[src/rtl/div_frec_multi.sv]
// Multi-channel programmable frequency divider.
// Each channel divides CLK by a run-time divisor and produces a 50% duty
// divided clock plus a one-cycle tick at every divided-clock toggle.
// A new divisor is parked in a shadow register and only takes effect at a
// terminal count, or at once while the channel is stopped. Sync re-phases
// all channels together.
module div_frec_multi #(
    parameter int WIDTH       = 9,
    parameter int CHANNELS    = 2,
    parameter int DEFAULT_DIV = 499,
    parameter int CHW         = 1
) (
    input  logic                CLK,
    input  logic                Reset,
    input  logic [CHANNELS-1:0] En,
    input  logic                Load,
    input  logic [CHW-1:0]      Load_Ch,
    input  logic [WIDTH-1:0]    Load_Div,
    input  logic                Sync,
    output logic [CHANNELS-1:0] DivCLK,
    output logic [CHANNELS-1:0] Tick,
    output logic                Load_Ack
);

    localparam logic [WIDTH-1:0] DefDiv  = WIDTH'(DEFAULT_DIV);
    localparam logic [CHW:0]     ChCount = (CHW + 1)'(CHANNELS);

    logic [CHANNELS-1:0][WIDTH-1:0] q_q,   q_d;
    logic [CHANNELS-1:0][WIDTH-1:0] div_q, div_d;
    logic [CHANNELS-1:0][WIDTH-1:0] shd_q, shd_d;
    logic [CHANNELS-1:0]            pend_q,   pend_d;
    logic [CHANNELS-1:0]            divClk_q, divClk_d;
    logic [CHANNELS-1:0]            tick_q,   tick_d;
    logic                           ack_q,    ack_d;

    logic                           loadValid;
    logic [CHANNELS-1:0]            newLoad;
    logic [CHANNELS-1:0]            terminal;

    // A load addressed past the last channel is silently dropped.
    assign loadValid = Load && ({1'b0, Load_Ch} < ChCount);

    for (genvar g = 0; g < CHANNELS; g++) begin : g_chan
        assign newLoad[g]  = loadValid && (Load_Ch == CHW'(g));
        // >= rather than == so a divisor that shrank below q still terminates.
        assign terminal[g] = (q_q[g] >= div_q[g]);
    end

    // Next-state: Sync dominates; otherwise count, toggle and hand over the shadow divisor.
    always_comb begin
        q_d      = q_q;
        div_d    = div_q;
        shd_d    = shd_q;
        pend_d   = pend_q;
        divClk_d = divClk_q;
        tick_d   = '0;
        ack_d    = loadValid;
        for (int i = 0; i < CHANNELS; i++) begin
            if (newLoad[i]) begin
                shd_d[i] = Load_Div;
            end
            if (Sync) begin
                q_d[i]      = '0;
                divClk_d[i] = 1'b0;
                div_d[i]    = newLoad[i] ? Load_Div : shd_q[i];
                pend_d[i]   = 1'b0;
            end else begin
                if (En[i]) begin
                    if (terminal[i]) begin
                        q_d[i]      = '0;
                        divClk_d[i] = ~divClk_q[i];
                        tick_d[i]   = 1'b1;
                    end else begin
                        q_d[i] = q_q[i] + WIDTH'(1);
                    end
                end
                if (pend_q[i] && (!En[i] || terminal[i])) begin
                    div_d[i]  = shd_q[i];
                    pend_d[i] = 1'b0;
                end
                if (newLoad[i]) begin
                    pend_d[i] = 1'b1;
                end
            end
        end
    end

    // State register with asynchronous active-low reset back to the default divisor.
    always_ff @(posedge CLK or negedge Reset) begin
        if (!Reset) begin
            q_q      <= '0;
            div_q    <= {CHANNELS{DefDiv}};
            shd_q    <= {CHANNELS{DefDiv}};
            pend_q   <= '0;
            divClk_q <= '0;
            tick_q   <= '0;
            ack_q    <= 1'b0;
        end else begin
            q_q      <= q_d;
            div_q    <= div_d;
            shd_q    <= shd_d;
            pend_q   <= pend_d;
            divClk_q <= divClk_d;
            tick_q   <= tick_d;
            ack_q    <= ack_d;
        end
    end

    assign DivCLK   = divClk_q;
    assign Tick     = tick_q;
    assign Load_Ack = ack_q;

endmodule

[config.mk]
export PLATFORM = sky130hd
export DESIGN_NAME = div_frec_multi
export DESIGN_NICKNAME = d
export VERILOG_FILES = /design/src/rtl/div_frec_multi.sv
export SDC_FILE = /design/constraint.sdc
export NUM_CORES = 1
export LEC_CHECK = 0
export CORE_ASPECT_RATIO = 0.9
export CORE_MARGIN = 2
export CORE_UTILIZATION = 35
export CTS_CLUSTER_SIZE = 40
export DETAILED_ROUTE_END_ITERATION = 12
export PLACE_DENSITY_LB_ADDON = 0.25
export SLEW_MARGIN = 15
export SYNTH_ARGS = -nofsm -noshare
export SYNTH_HDL_FRONTEND = slang
export SYNTH_SLANG_ARGS = --single-unit
[constraint.sdc]
create_clock -name CLK -period 2.8 [get_ports CLK]
set_input_delay 0.42 -clock CLK [delete_from_list [all_inputs] [get_ports CLK]]
set_output_delay 0.42 -clock CLK [all_outputs]
set_load 0.05 [all_outputs]
[Word level (Yosys, flattened, before mapping)]
Index checks and enable logic that the tools add are counted.
Cells by class
  muxes and demuxes: 30
  reduce and logical (&&, ||, !) cells: 18
  $lt $le $gt $ge: 2
  bitwise operators: 3
  add/sub/neg operators: 2
Operators with widths (number)
  $mux W9: 12
  $add A9 B1 Y9 const B: 2
  $ge A9 B9 Y1: 2
  $mux W1: 18
  $reduce_bool A2 Y1: 6
  $reduce_bool A3 Y1: 2
  $logic_and A1 B1 Y1: 4
  $reduce_and A2 Y1: 2
  $not A1 Y1: 3
  $logic_not A1 Y1: 2
  $logic_or A1 B1 Y1: 2
Storage, ports and cells
  bits of input ports: 16
  flip-flop bits (word level): 61
  word-level logic and storage cells: 67

[Logic depth before layout (Yosys ltp)]
Gate-level depths: netlist of run 1.
  depth after elaboration: 6
  gate-level depth with buffers: 9

[Least setup slack after synthesis of run 1]
Ideal clock, no wire load.
  path type: register to register
  start: reg div_q[8] in the netlist's numbering
  end: reg div_q[0] in the netlist's numbering
  cell stages (with the launch flop): 10
  setup time: 0.082 ns
  path slack: 0.701 ns
  data required time: 2.718 ns
  arrival: 2.017 ns
  clock period less this slack: 2.099 ns
  path through: dfstp_2 > inv_1 > ha_1 > and4_4 > and2b_4 > inv_4 > nand3_2 > a21oi_1 > buf_6 > mux2_2
Between the ends
  word-level cells in the longest chain between the ends: 4
RTL lines
  start, declared: RTL line 29  | logic [CHANNELS-1:0][WIDTH-1:0] div_q, div_d;
  start signal, assigned: RTL line 92  | div_q <= {CHANNELS{DefDiv}};
  start signal, assigned: RTL line 100  | div_q <= div_d;
  $ge A9 B9 Y1: RTL line 46  | assign terminal[g] = (q_q[g] >= div_q[g]);
  $logic_or A1 B1 Y1: RTL line 77  | if (pend_q[i] && (!En[i] || terminal[i])) begin
  $logic_and A1 B1 Y1: RTL line 77
  $reduce_bool A2 Y1 (no line)
No other way between the ends.
A chain may end at the register's enable or synchronous reset.

[Worst setup path after layout of run 1]
  start: reg div_q[17] in the netlist's numbering
  end: reg div_q[14] in the netlist's numbering
Same word-level chain as after synthesis.

==> out/metrics.csv, run 1 <==
stage;metric;value;unit
placed_design;dpl cell area;0.00363;mm2
clock_network;Post-CTS Hold Fix Bufs;0;
global_route;largest net degree at the start of global routing;62;
synthesis;synthesized instance count;305;
placed_design;GPL Wtd Cong;0.832;
synthesis;Synth area leader;dfrtp_1;
worst_setup_path;Worst EP arrival;2520;ps
worst_hold_path;Hold Path Class;input port to async pin;
placed_design;DP HPWL;4.82;mm
layout;Area Overhead vs Synth;16.5;%
timing;Fmax;440;MHz
worst_setup_path;Critical Path Start Type;flip-flop;
die;die height;96.0;um
synthesis;Avg Cell Area, Syn;10.8;um2
synthesis;Syn. warnings;0;
timing;Tcrit/Tclk final;81.1;%
timing;Final TNS setup;0;ps
timing;Fin. Hold Viols;0;
flow_run;max cap viols;0;
synthesis;Synth Flop Type;dfrtp_1;
worst_setup_path;CP Max Fanout;16;
timing;unrepaired setup endpoints after global routing;false;
routing;final WL;6.86;mm
synthesis;Yosys cell types;50;
timing;worst-margin pin slew;693;ps
clock_network;post-CTS setup buffers;0;
synthesis;top cell type's share of synthesized area;25.1;%
clock_network;CTS Buf Count;9;
layout;fin area;0.00383;mm2
placed_design;I/O Buffers;20;
placed_design;Post-Place Worst Slack;490;ps
worst_setup_path;setup slack, reg-to-reg;530;ps
worst_setup_path;Setup CP Type;flip-flop to flip-flop;
routing;routed len/inst;15.0;um
clock_network;root buffer cell;clkbuf_8;
routing;via count;2305;
die;I/O Pins;21;
synthesis;register area share after synthesis;47.5;%
timing;Pins Over Slew Limit;0;
placed_design;Placed Cells;440;
synthesis;syn nets;341;
worst_setup_path;CP Capture Type;flip-flop;
power_and_ir_drop;Power Density;578;mW/mm2
routing;DR iter-0 viols;79;
layout;n_diodes;0;
clock_network;worst-skew pair later-pin latency;340;ps
timing;setup ws final;528;ps
die;row count;33;
routing;vias per cell;5.05;
die;Placeable Area;0.00913;mm2
timing;Finish-stage setup viols;0;
layout;fin cells;456;
routing;Pre-antenna DRT Iters;6;
power_and_ir_drop;VDD IR max;243;uV
synthesis;Synth Cell Area;0.00329;mm2
global_route;initial antenna violation count;0;
run_status;status;finished, final reports clean;
timing;min Tclk post-route;2270;ps
power_and_ir_drop;Pleak;0.00167;uW
layout;Final Util;42.0;%
synthesis;flops & latches, synth;61;
routing;DRT antenna net count;0;
clock_network;TritonCTS clock tree;yes;
layout;nets;365;
synthesis;Post-synth ARST share;100;%
routing;DRC viols;0;
die;Die X;106;um
global_route;vias in the first global route;2329;
synthesis;largest cells by area after synthesis;dfrtp_1 25%, dfstp_2 22%, ha_1 7.6%;
die;Die ar.;0.0102;mm2
timing;Slew headroom;53.7;%
clock_network;Longest Clk Path Bufs;2;
clock_network;H-Tree Depth;3;
timing;Worst Skew;5.01;ps
synthesis;Post-synth EDFFs;0;
clock_network;Clk pin slew, worst setup/hold paths;70;ps
global_route;first-pass GRT wire length;11.5;mm
clock_network;post-CTS resize count;0;
global_route;GR Util All Layers;14.8;%
worst_setup_path;WP data required;3050;ps
die;initial core utilization;36.0;%
clock_network;clock sink count;61;
global_route;grt total ovfl;0;
layout;fraction of layout cells with a size suffix above 1;27.2;%
cell families after synthesis:
group	synth area share (%)
AND/OR/NAND/NOR	13.3
AO/OA/AOI/OAI	13.3
flip-flops	47.5
multiplexers	13.0
buffers and inverters	4.72
adder cells (fa/ha/maj)	7.61
XOR/XNOR	0.533
where the power goes:
group / total [uW] / leakage (uW) / internal [uW] / switching [uW]
logic: 364 / 0.000850 / 160 / 203
registers: 1070 / 0.000732 / 1030 / 41.2
clock network: 784 / 0.0000918 / 413 / 371
total: 2210 / 0.00167 / 1600 / 616
sequential cells by signal, indices dropped and copies added (netlist names):
| register | cells |
|---|---|
| shd_q | 18 |
| DivCLK | 2 |
| Tick | 2 |
| q_q | 18 |
| pend_q | 2 |
| div_q | 18 |
| Load_Ack | 1 |
per-stage QoR:
stage,power [uW],hold slack [ps]
2_1_floorplan,1330,124
3_3_place_gp,1440,455
3_5_place_dp,1450,463
4_1_cts,2260,85.3
5_1_grt,2350,93.4
6_report,2210,78.5
worst paths after layout:
kind | from | end | cells after the start
setup reg to reg | div_q[17]$_DFFE_PN1P_ | div_q[14]$_DFFE_PN1P_ | 8
setup / recovery | div_q[17]$_DFFE_PN1P_ | div_q[14]$_DFFE_PN1P_ | 8
hold / removal | Reset | DivCLK[0]$_DFFE_PN0P_ | 2
min in group CLK | div_q[8]$_DFFE_PN1P_ | div_q[8]$_DFFE_PN1P_ | 2
max in group asynchronous | Reset | div_q[17]$_DFFE_PN1P_ | 2
hold reg to reg | div_q[8]$_DFFE_PN1P_ | div_q[8]$_DFFE_PN1P_ | 2
worst max-delay path, cell delays in order (launching register included):
cell and delay [ps]:
dfstp_2 520, inv_1 50, ha_1 300, a21oi_1 180
o21ai_2 160, nor2_4 140, nand2_2 210, and2_1 340
o31ai_1 270
cells in the mapped netlist (3+ instances only):
cell / number
nor2b_1: 3
or3_1: 7
nor3_1: 3
a31oi_1: 3
mux2_2: 22
nor2_1: 14
o31ai_1: 11
a21oi_1: 20
a22oi_1: 4
ha_1: 20
nand3_1: 16
a21oi_2: 3
mux2i_1: 18
dfstp_2: 28
o21ai_0: 6
clkbuf_1: 5
dfrtp_1: 33
nand2_1: 20
a32oi_1: 10
inv_1: 20
layer usage:
metal  track usage, %  part of all wire [%]
met1             19.0                    48
met2             24.1                    46
met3             5.08                   4.2
met4             4.06                   1.4
met5                0                     0
placed cells by master, fill, tap and decap left out, types with 3 or more instances in the layout:
master	instances
ha_1	20
clkbuf_8	9
o31ai_1	11
nor3_1	3
buf_4	3
clkinvlp_4	3
nor2b_1	3
a32oi_1	10
inv_1	20
or3_1	7
mux2_2	22
clkdlybuf4s50_1	19
dfrtp_1	33
dfstp_2	28
a21oi_2	3
a21oi_1	20
mux2i_1	18
a22oi_1	4
nand2_1	20
o21ai_0	6
a31oi_1	3
nand3_1	16
nor2_1	14
cell type report:
type,instances,area (um2)
clock inverters,7,75.1
well taps,122,153
clock buffers,9,124
fillers,891,5290
inverters,23,88.8
flip-flops and latches,61,1560
repair buffers,25,258
multi-input cells,209,1570
No activity file was read; power rests on OpenSTA's default activity.
==> run 2, diff against run 1 <==
- clock period: 2.8 -> 1.95 ns (I/O delays scaled with it)
==> run 2 against run 1 <==
  * The run now ends with negative setup slack left
  * Register-to-register slack lost 670 ps
  * Total power rose by 50%
  * Flip-flop and latch count unchanged
  * Clock-buffer cell count increased by 3
  * Sequential share of layout area is 6.9 points lower
  * Die area unchanged
  * First-iteration DRC count down 11%
  * Hold slack better by 320 ps
  * Critical path depth unchanged
  * Fmax grew 8.8%
  * Utilization is 8.6 points higher
  * Non-clock buffer count increased by 53
  * Largest cell class unchanged
  * Largest power group unchanged
  * Highest routed layer unchanged
==> out/metrics.csv, run 2 (synthesis results as in run 1) <==
stage;metric;value;unit;change
layout;fin area;0.00461;mm2;was 0.00383 mm2
routing;Pre-antenna DRT Iters;4;;was 6
layout;n_diodes;0;;unchanged
layout;Storage cell area;0.00156;mm2;unchanged
clock_network;Clk pin slew, worst setup/hold paths;70;ps;about the same
worst_setup_path;CP max stage delay;550;ps;was 520 ps
power_and_ir_drop;VDD IR max;353;uV;was 243 uV
placed_design;GPL Wtd Cong;0.771;;was 0.832
placed_design;I/O Buffers;20;;unchanged
layout;fillcell total;841;;was 891
power_and_ir_drop;Power, Total;3310;uW;was 2210 uW
routing;vias per cell;5.03;;was 5.05
global_route;vias in the first global route;2592;;was 2329
routing;routed len/inst;14.8;um;was 15.0 um
worst_setup_path;CP Max Fanout;3;;was 16
global_route;GR Util All Layers;15.7;%;was 14.8%
clock_network;worst-skew pair later-pin latency;340;ps;about the same
global_route;largest net degree at the start of global routing;35;;was 62
worst_setup_path;Critical Path Start Type;flip-flop;;unchanged
die;row count;33;;unchanged
routing;via count;2571;;was 2305
timing;worst-margin pin slew;992;ps;was 693 ps
clock_network;CTS Buf Count;9;;unchanged
routing;DRC viols;0;;unchanged
timing;setup ws final;-138;ps;was 528 ps
clock_network;Longest Clk Path Bufs;2;;unchanged
die;I/O Pins;21;;unchanged
run_status;violated checks;negative setup slack;;
placed_design;dpl cell area;0.00400;mm2;was 0.00363 mm2
worst_setup_path;Setup CP Type;flip-flop to flip-flop;;unchanged
worst_setup_path;slowest CP cell;or4_1;;was dfstp_2
global_route;initial antenna violation count;0;;unchanged
clock_network;clock sink count;61;;unchanged
power_and_ir_drop;Pleak;0.00198;uW;was 0.00167 uW
layout;Largest regs;div_q (18), q_q (18), shd_q (18);;unchanged
flow_run;max cap viols;0;;unchanged
worst_setup_path;CP Buf/Inv Count;1;;unchanged
power_and_ir_drop;Power Density;718;mW/mm2;was 578 mW/mm2
die;initial core utilization;36.0;%;unchanged
timing;unrepaired setup endpoints after global routing;true;;was false
run_status;status;finished with violations;;was finished, final reports clean
timing;Final TNS setup;-1440;ps;was 0 ps
worst_setup_path;CP Capture Type;flip-flop;;unchanged
worst_setup_path;WP data required;2220;ps;was 3050 ps
clock_network;H-Tree Depth;3;;unchanged
timing;Pins Over Slew Limit;0;;unchanged
timing;Worst Skew;10.9;ps;was 5.01 ps
worst_setup_path;cell family with most CP delay;simple AND/OR/NAND/NOR gates;;unchanged
routing;DR iter-0 viols;70;;was 79
routing;DRT antenna net count;0;;unchanged
timing;Finish-stage setup viols;16;;was 0
worst_hold_path;Hold Path Class;input port to async pin;;unchanged
die;Die X;106;um;unchanged
layout;multi-input logic area;0.00196;mm2;was 0.00157 mm2
timing;Tcrit/Tclk final;107;%;was 81.1%
layout;nets;420;;was 365
timing;Fin. Hold Viols;0;;unchanged
die;die height;96.0;um;unchanged
worst_setup_path;CP cell instances;inv_2, ha_4, a21oi_4, o21ai_2, a41oi_2, nand3_2, or4_1, a21oi_2;;was inv_1, ha_1, a21oi_1, o21ai_2, nor2_4, nand2_2, and2_1, o31ai_1
layout;most frequent cells in the layout;49 x buf_4, 33 x dfrtp_1, 28 x dfstp_2;;was 33 x dfrtp_1, 28 x dfstp_2, 22 x mux2_2
placed_design;DP HPWL;5.02;mm;was 4.82 mm
layout;fraction of layout cells with a size suffix above 1;49.6;%;was 27.2%
timing;min Tclk post-route;2090;ps;was 2270 ps
layout;most common cell after layout, fill and taps aside;buf_4;;was dfrtp_1
clock_network;TritonCTS clock tree;yes;;unchanged
timing;Fmax;479;MHz;was 440 MHz
die;Placeable Area;0.00913;mm2;unchanged
routing;final WL;7.59;mm;was 6.86 mm
worst_setup_path;Worst EP arrival;2360;ps;was 2520 ps
clock_network;root buffer cell;clkbuf_8;;unchanged
die;Die ar.;0.0102;mm2;unchanged
timing;Slew headroom;33.7;%;was 53.7%
layout;Area Overhead vs Synth;40.3;%;was 16.5%
global_route;grt total ovfl;0;;unchanged
global_route;first-pass GRT wire length;12.4;mm;was 11.5 mm
==> run 2: worst register-to-register path, stage by stage (launching register included) <==
cell     delay, ps
dfstp_2        520
inv_2           40
ha_4           230
a21oi_4        130
o21ai_2         80
a41oi_2        200
nand3_2        140
or4_1          550
a21oi_2        130
==> run 2: path summary, 6_finish.rpt <==
kind | start | endpoint | slack [ps] | cells after the start
worst max-delay path | div_q[8]$_DFFE_PN1P_ | q_q[6]$_DFFE_PN0P_ | -140 | 8
worst min-delay path | Reset | q_q[2]$_DFFE_PN0P_ | 400 | 2
worst max register to register | div_q[8]$_DFFE_PN1P_ | q_q[6]$_DFFE_PN0P_ | -140 | 8
worst min register to register | div_q[9]$_DFFE_PN1P_ | div_q[9]$_DFFE_PN1P_ | 490 | 2
max in group asynchronous | Reset | shd_q[10]$_DFF_PN1_ | 940 | 3
min in group CLK | Load | Load_Ack$_DFF_PN0_ | 480 | 1
==> run 2: cell type report <==
| cell class | count | share of cell area [%] |
|---|---|---|
| Timing Repair Buffer | 78 | 14.8 |
| Sequential cell | 61 | 33.8 |
| Inverter | 23 | 1.93 |
| Clock buffer | 12 | 3.15 |
| Multi-Input combinational cell | 211 | 42.5 |
| Tap cell | 122 | 3.31 |
| Clock inverter | 4 | 0.542 |
==> run 2: layer usage <==
layer	vias up	track usage (%)	part of all wire, %
met2	34	28.6	53
li1	1264	-	-
met4	0	5.59	1.7
met5	-	0	0
met1	1259	17.5	43
met3	14	4.60	2.6
==> run 2: repair_timing <==
action | CTS | global route
gates cloned | 2 | 1
hold buffers | 1 | 0
endpoints found under the setup margin | 31 | 36
endpoints found under the hold margin | 13 | 0
gates resized for setup | 33 | 37
pin swaps | 22 | 24
buffers inserted | 5 | 5
==> run 2: power breakdown <==
part	total (uW)	internal [uW]	switching (uW)
sequential	1540	1470	68.0
clock	992	492	500
combinational	778	398	380
total	3310	2360	949
==> run 2: per-stage QoR <==
stage                     std cells  hold WS, ps  utilization (%)  worst slack, ps
after floorplan                 305        -3.09                -            -53.8
after global placement          482          235             43.8             -119
after detailed placement        482          240             43.8             -184
after CTS                       506          402             48.2             -112
after global routing            511          423             50.6             -241
final                           511          401             50.6             -138
==> run 3, diff against run 2 <==
- CORE_ASPECT_RATIO: 0.9 -> 1.25
==> run 3 against run 2 <==
  * The flow still finishes with violations (negative setup slack)
  * Fmax up 2.8%
  * Total power up 15%
  * Sequential share of layout area fell by 0.35 points
  * Sequential power about the same
  * Register-to-register slack improved by 60 ps
  * Clock-buffer cell count unchanged
  * Routed wire length is essentially flat
  * Critical endpoint is now div_q[6]$_DFFE_PN1P_
  * Largest cell class unchanged
  * Largest power group unchanged
==> out/metrics.csv, run 3 (synthesis results as in run 1) <==
stage;metric;value;unit;change
layout;most common cell after layout, fill and taps aside;buf_4;;unchanged
timing;Pins Over Slew Limit;0;;unchanged
routing;final WL;7.59;mm;about the same
timing;worst-margin pin slew;676;ps;was 992 ps
global_route;initial antenna violation count;0;;unchanged
timing;Fin. Hold Viols;0;;unchanged
die;die height;112;um;was 96.0 um
flow_run;max cap viols;0;;unchanged
worst_setup_path;Worst EP arrival;2280;ps;was 2360 ps
power_and_ir_drop;VDD IR max;502;uV;was 353 uV
worst_setup_path;WP data required;2200;ps;was 2220 ps
timing;Tcrit/Tclk final;104;%;was 107%
placed_design;Placed Cells;482;;unchanged
worst_setup_path;Critical Path Start Type;flip-flop;;unchanged
worst_setup_path;r2r startpoint;div_q[0]$_DFFE_PN1P_;;was div_q[8]$_DFFE_PN1P_
layout;nets;413;;was 420
clock_network;Longest Clk Path Bufs;2;;unchanged
clock_network;worst-skew pair later-pin latency;330;ps;was 340 ps
power_and_ir_drop;Pleak;0.00199;uW;was 0.00198 uW
worst_hold_path;WHS Endpoint;div_q[9]$_DFFE_PN1P_;;
layout;fin cells;505;;was 511
routing;via count;2535;;was 2571
clock_network;Clk pin slew, worst setup/hold paths;50;ps;was 70 ps
layout;fraction of layout cells with a size suffix above 1;48.7;%;was 49.6%
routing;routed len/inst;15.0;um;was 14.8 um
run_status;status;finished with violations;;unchanged
routing;Pre-antenna DRT Iters;4;;unchanged
timing;Worst Skew;5.89;ps;was 10.9 ps
routing;DRC viols;0;;unchanged
timing;Slew headroom;54.8;%;was 33.7%
worst_setup_path;reg2reg end;div_q[6]$_DFFE_PN1P_;;was q_q[6]$_DFFE_PN0P_
worst_setup_path;slowest CP cell;dfstp_2;;was or4_1
routing;DR iter-0 viols;66;;was 70
routing;DRT antenna net count;0;;unchanged
worst_setup_path;R2R depth;8;;unchanged
die;row count;39;;was 33
worst_setup_path;CP Capture Type;flip-flop;;unchanged
timing;Finish-stage setup viols;12;;was 16
layout;Area Overhead vs Synth;41.8;%;was 40.3%
clock_network;CTS Buf Count;9;;unchanged
global_route;largest net degree at the start of global routing;62;;was 35
clock_network;H-Tree Depth;3;;unchanged
global_route;first-pass GRT wire length;13.1;mm;was 12.4 mm
worst_setup_path;CP Max Fanout;6;;was 3
placed_design;I/O Buffers;20;;unchanged
clock_network;root buffer cell;clkbuf_16;;was clkbuf_8
die;I/O Pins;21;;unchanged
global_route;GR Util All Layers;16.3;%;was 15.7%
clock_network;clock sink count;61;;unchanged
die;initial core utilization;36.0;%;unchanged
timing;Fmax;493;MHz;was 479 MHz
layout;n_diodes;0;;unchanged
run_status;violated checks;negative setup slack;;unchanged
worst_setup_path;setup slack, reg-to-reg;-80;ps;was -140 ps
timing;setup ws final;-80.1;ps;was -138 ps
layout;fillcell total;819;;was 841
die;Die ar.;0.0102;mm2;about the same
global_route;grt total ovfl;0;;unchanged
worst_hold_path;Hold Path Class;flip-flop to flip-flop;;was input port to async pin
timing;min Tclk post-route;2030;ps;was 2090 ps
global_route;vias in the first global route;2742;;was 2592
worst_setup_path;Setup CP Type;flip-flop to flip-flop;;unchanged
worst_setup_path;CP max stage delay;560;ps;was 550 ps
layout;Final Util;51.1;%;was 50.6%
routing;vias per cell;5.02;;was 5.03
worst_hold_path;hold path start;div_q[9]$_DFFE_PN1P_;;
die;Die X;90.7;um;was 106 um
layout;most frequent cells in the layout;43 x buf_4, 33 x dfrtp_1, 28 x dfstp_2;;was 49 x buf_4, 33 x dfrtp_1, 28 x dfstp_2
die;Placeable Area;0.00913;mm2;unchanged
clock_network;TritonCTS clock tree;yes;;unchanged
timing;unrepaired setup endpoints after global routing;true;;unchanged
placed_design;GPL Wtd Cong;0.836;;was 0.771
layout;Largest regs;div_q (18), q_q (18), shd_q (18);;unchanged
power_and_ir_drop;Power Density;819;mW/mm2;was 718 mW/mm2
placed_design;DP HPWL;5.12;mm;was 5.02 mm
worst_hold_path;hold path cells;2;;
worst_setup_path;CP cell instances;ha_4, nor2b_4, o21ai_4, a41oi_4, nand3_4, a21oi_4, buf_6, mux2i_2;;was inv_2, ha_4, a21oi_4, o21ai_2, a41oi_2, nand3_2, or4_1, a21oi_2
## run 3: power breakdown
group          internal [uW]  total [uW]  switching [uW]
registers               1480        1540            65.4
logic                    400         798             399
clock network            921        1480             555
## run 3: how the worst max path moves through the flow
stage / end / startpoint / depth (start not counted) / slack (ps)
after floorplan: div_q[0]$_DFFE_PN1P_ / div_q[6]$_DFFE_PN1P_ / 9 / -50
after global placement: div_q[8]$_DFFE_PN1P_ / div_q[6]$_DFFE_PN1P_ / 9 / -120
after detailed placement: div_q[4]$_DFFE_PN1P_ / div_q[6]$_DFFE_PN1P_ / 9 / -190
after CTS: div_q[4]$_DFFE_PN1P_ / div_q[8]$_DFFE_PN1P_ / 9 / -100
after global routing: q_q[17]$_DFFE_PN0P_ / div_q[17]$_DFFE_PN1P_ / 8 / -170
final: div_q[6]$_DFFE_PN1P_ / div_q[0]$_DFFE_PN1P_ / 8 / -80
## run 3: timing repair
| action | 4_1_cts | 5_1_grt |
|---|---|---|
| pin swaps | 29 | 22 |
| gates cloned | 2 | 0 |
| setup endpoints to repair | 34 | 39 |
| endpoints found under the hold margin | 31 | 0 |
| setup buffers | 3 | 2 |
| gates resized for setup | 41 | 30 |
| hold buffers | 1 | 0 |
## run 3: per-layer routing
metal | global-route usage (%) | vias up | part of all wire [%]
met5 | 0 | - | 0
met3 | 2.95 | 14 | 2.2
met1 | 18.4 | 1233 | 41
li1 | - | 1253 | -
met2 | 28.9 | 35 | 54
met4 | 8.92 | 0 | 2.8
## run 3: per-stage QoR
stage	hold WS, ps	total power, uW	setup WS (ps)	area [um2]	TNS, ps
after global placement	326	2160	-124	3980	-2050
after floorplan	-3.09	1920	-53.8	3340	-67.0
after detailed placement	330	2180	-193	3980	-3030
final	495	3820	-80.1	4660	-520
after CTS	493	3770	-102	4490	-995
after global routing	496	4010	-173	4660	-3210
## run 3: area by class of cell
type                       count  area (um2)  share of cell area [%]
clock buffer                  12         256                    5.50
clock inverter                 4        22.5                   0.483
inverter                      23        88.8                    1.91
multi-input combinational    210        1950                    41.9
sequential                    61        1560                    33.5
tap                          123         154                    3.30
timing repair buffer          72         627                    13.4
## run 3: worst max-delay path, delay by kind of cell (launching register included)
family / cells / cell delay [ps]
adders and majority gates: 1 / 210
and+or+nand+nor: 2 / 240
DFF: 1 / 560
buffers and inverters: 1 / 170
AOI/OAI and AO/OA: 3 / 560
muxes: 1 / 210
==> edit, RTL diff (config.mk and constraints of run 2) <==
Set the parameter `WIDTH` to 18 (it was 9).
--- a/src/rtl/div_frec_multi.sv
+++ b/src/rtl/div_frec_multi.sv
@@ -6,5 +6,5 @@
 // all channels together.
 module div_frec_multi #(
-    parameter int WIDTH       = 9,
+    parameter int WIDTH       = 18,
     parameter int CHANNELS    = 2,
     parameter int DEFAULT_DIV = 499,
Ports: changed (resized Load_Div); port bits go from 21 to 30. The function was not compared with the original's and may differ.
==> edit against run 2 <==
The flow still finishes with violations (setup timing). Synthesized area increased by 91%. Setup slack got worse by 0.51 ns. Final cell count increased by 97%. Clock power increased to 3.5 times the old value. Routed wire length increased by 130%. Count of clock-buffer cells in the layout increased by 12. Cell area increased by 98%. Global-route usage increased by 3.2 points. Via count increased by 110%. Power increased by 140%. Critical endpoint unchanged. Sequential cell count increased by 54.
==> edit: results (changes against run 2) <==
Synth
  • Post-synth cell types: 58 (+16%)
  • Post-Syn Area per Cell: 10.28 sq um (-4.6%)
  • Commonest cells post-synth: 87 x dfrtp_1, 57 x nor2_1, 41 x inv_1
  • Syn nets: 673 (+97%)
  • Synthesis Warnings: 0 (unchanged)
  • Sequential fraction of the synthesis area: 0.4644 (-0.01049)
  • Top post-synthesis cells by area: dfrtp_1 35%, dfstp_2 12%, ha_1 7.6%, mux2_2 6.6%, nor2_1 3.4%

Finish
  • Ant. Diodes: 0 (unchanged)
  • Fill cells: 1,581 (+88%)
  • Largest regs: div_q: 36 flops, q_q: 36 flops, shd_q: 36 flops
  • Layout Nets: 817 (+95%)
  • Layout Cells excl Fill: 1,007 (+97%)
  • Share of layout cells above drive strength 1: 0.4498 (-0.04634)

STA
  • Setup TNS: -35.44 ns (-33.99 ns)
  • # setup viols final: 78 (+62)
  • Clock Skews: 0.007130 ns (-0.003788 ns)
  • Final worst slack: -0.6478 ns (-0.5102 ns)
  • Worst hold slack: 0.2584 ns (-0.1425 ns)
  • Slew @ Worst Pin: 0.7368 ns (-0.2554 ns)

Global routing
  • First-pass GRT wire length: 28,140 um (+130%)
  • GRT Util Overall: 0.1888 (+0.03210)
  • Largest net degree at the start of global routing: 42 (+20%)

Drt
  • 1st-iter DRT viols: 264 (+280%)
  • Via count: 5,325 (+110%)
  • Total Wirelength: 17,720 um (+130%)

Critical path
  • CP max-delay cell: dfstp_2
  • Crit path max fanout: 9 (+6)
  • Worst r2r src: div_q[7]
  • Arrival time at the worst endpoint: 2.90 ns (+0.54 ns)
  • Reg2Reg Depth: 9 (+1)

Pwr
  • Pwr dens: 868.2 nW/um^2 (+21%)
  • Leakage: 3.946 nW (+100%)
  • Worst vdd ir: 0.0006704 V (+90%)

CTS
  • Clk pin slew, worst setup/hold paths: 0.05 ns (-0.02 ns)
  • CTS Buf Count: 17 (+8)
  • Clk Latency, worst-skew pair: 0.42 ns (+0.08 ns)
  • Clk root buf: clkbuf_16
  • CTS H-tree depth: 4 (+1)

Status
  • Status: complete, but fails checks
  • Failing checks: setup timing

Placement
  • Detailed Place HPWL: 11,910 um (+140%)
  • Port bufs: 29 (+45%)
  • Final Wtd Congestion: 0.8648 (+12%)
  • Post-DP Area: 7774 sq um (+95%)
  • Pre-CTS setup slack: -0.6416 ns (-0.4580 ns)
  • Placed Instances: 953 (+98%)

Hold path
  • Min-Delay Path Depth: 2
  • Hold crit path type: input pin to flip-flop
[edit: how the worst max path moves through the flow]
stage,slack [ns],from,end
after floorplan,-0.44,q_q[12],div_q[10]
after global placement,-0.56,div_q[0],q_q[0]
after detailed placement,-0.64,div_q[7],div_q[12]
after CTS,-0.60,div_q[8],div_q[12]
after global routing,-0.73,div_q[7],div_q[10]
final,-0.65,div_q[7],q_q[6]
[edit: cells by family after synthesis]
logic type      synth area share
simple gates              0.1628
compound gates            0.1464
flops                     0.4644
buf+inv                  0.05047
mux                      0.06802
fa+ha+maj                0.07580
xor+xnor                 0.03212
[edit: critical path, delay by kind of cell, from the launching register on]
| family | cells | cell delay, ns |
|---|---|---|
| AND/OR/NAND/NOR | 4 | 0.85 |
| AO/OA/AOI/OAI | 2 | 0.65 |
| flip-flops | 1 | 0.54 |
| adder cells (fa/ha/maj) | 1 | 0.25 |
| buffers and inverters | 2 | 0.18 |
[edit: where the power goes]
part	total, mW	switching (mW)	internal, mW
Combinational	1.59	0.785	0.804
Clock	3.45	1.11	2.34
Sequential	2.90	0.165	2.73
[edit: layout make-up]
| type | count | share of cell area |
|---|---|---|
| Timing Repair Buffer | 156 | 0.1558 |
| Inverter | 42 | 0.01725 |
| Clock buffer | 24 | 0.05600 |
| Sequential cell | 115 | 0.3188 |
| Tap cell | 240 | 0.03286 |
| Clock inverter | 8 | 0.01588 |
| Multi-Input combinational cell | 422 | 0.4034 |
[edit: layer usage]
layer / share of wire / GRT usage
met4: 0.015 / 0.06574
met3: 0.034 / 0.03611
met2: 0.45 / 0.2919
met1: 0.50 / 0.2675
met5: 0 / 0
[edit: timing repair]
action,4_1_cts,5_1_grt
hold endpoints to repair,25,0
resized for setup,74,47
endpoints found under the setup margin,79,78
pin swaps,30,29
cloned,5,2
hold buffers,1,0
setup buffers,12,3
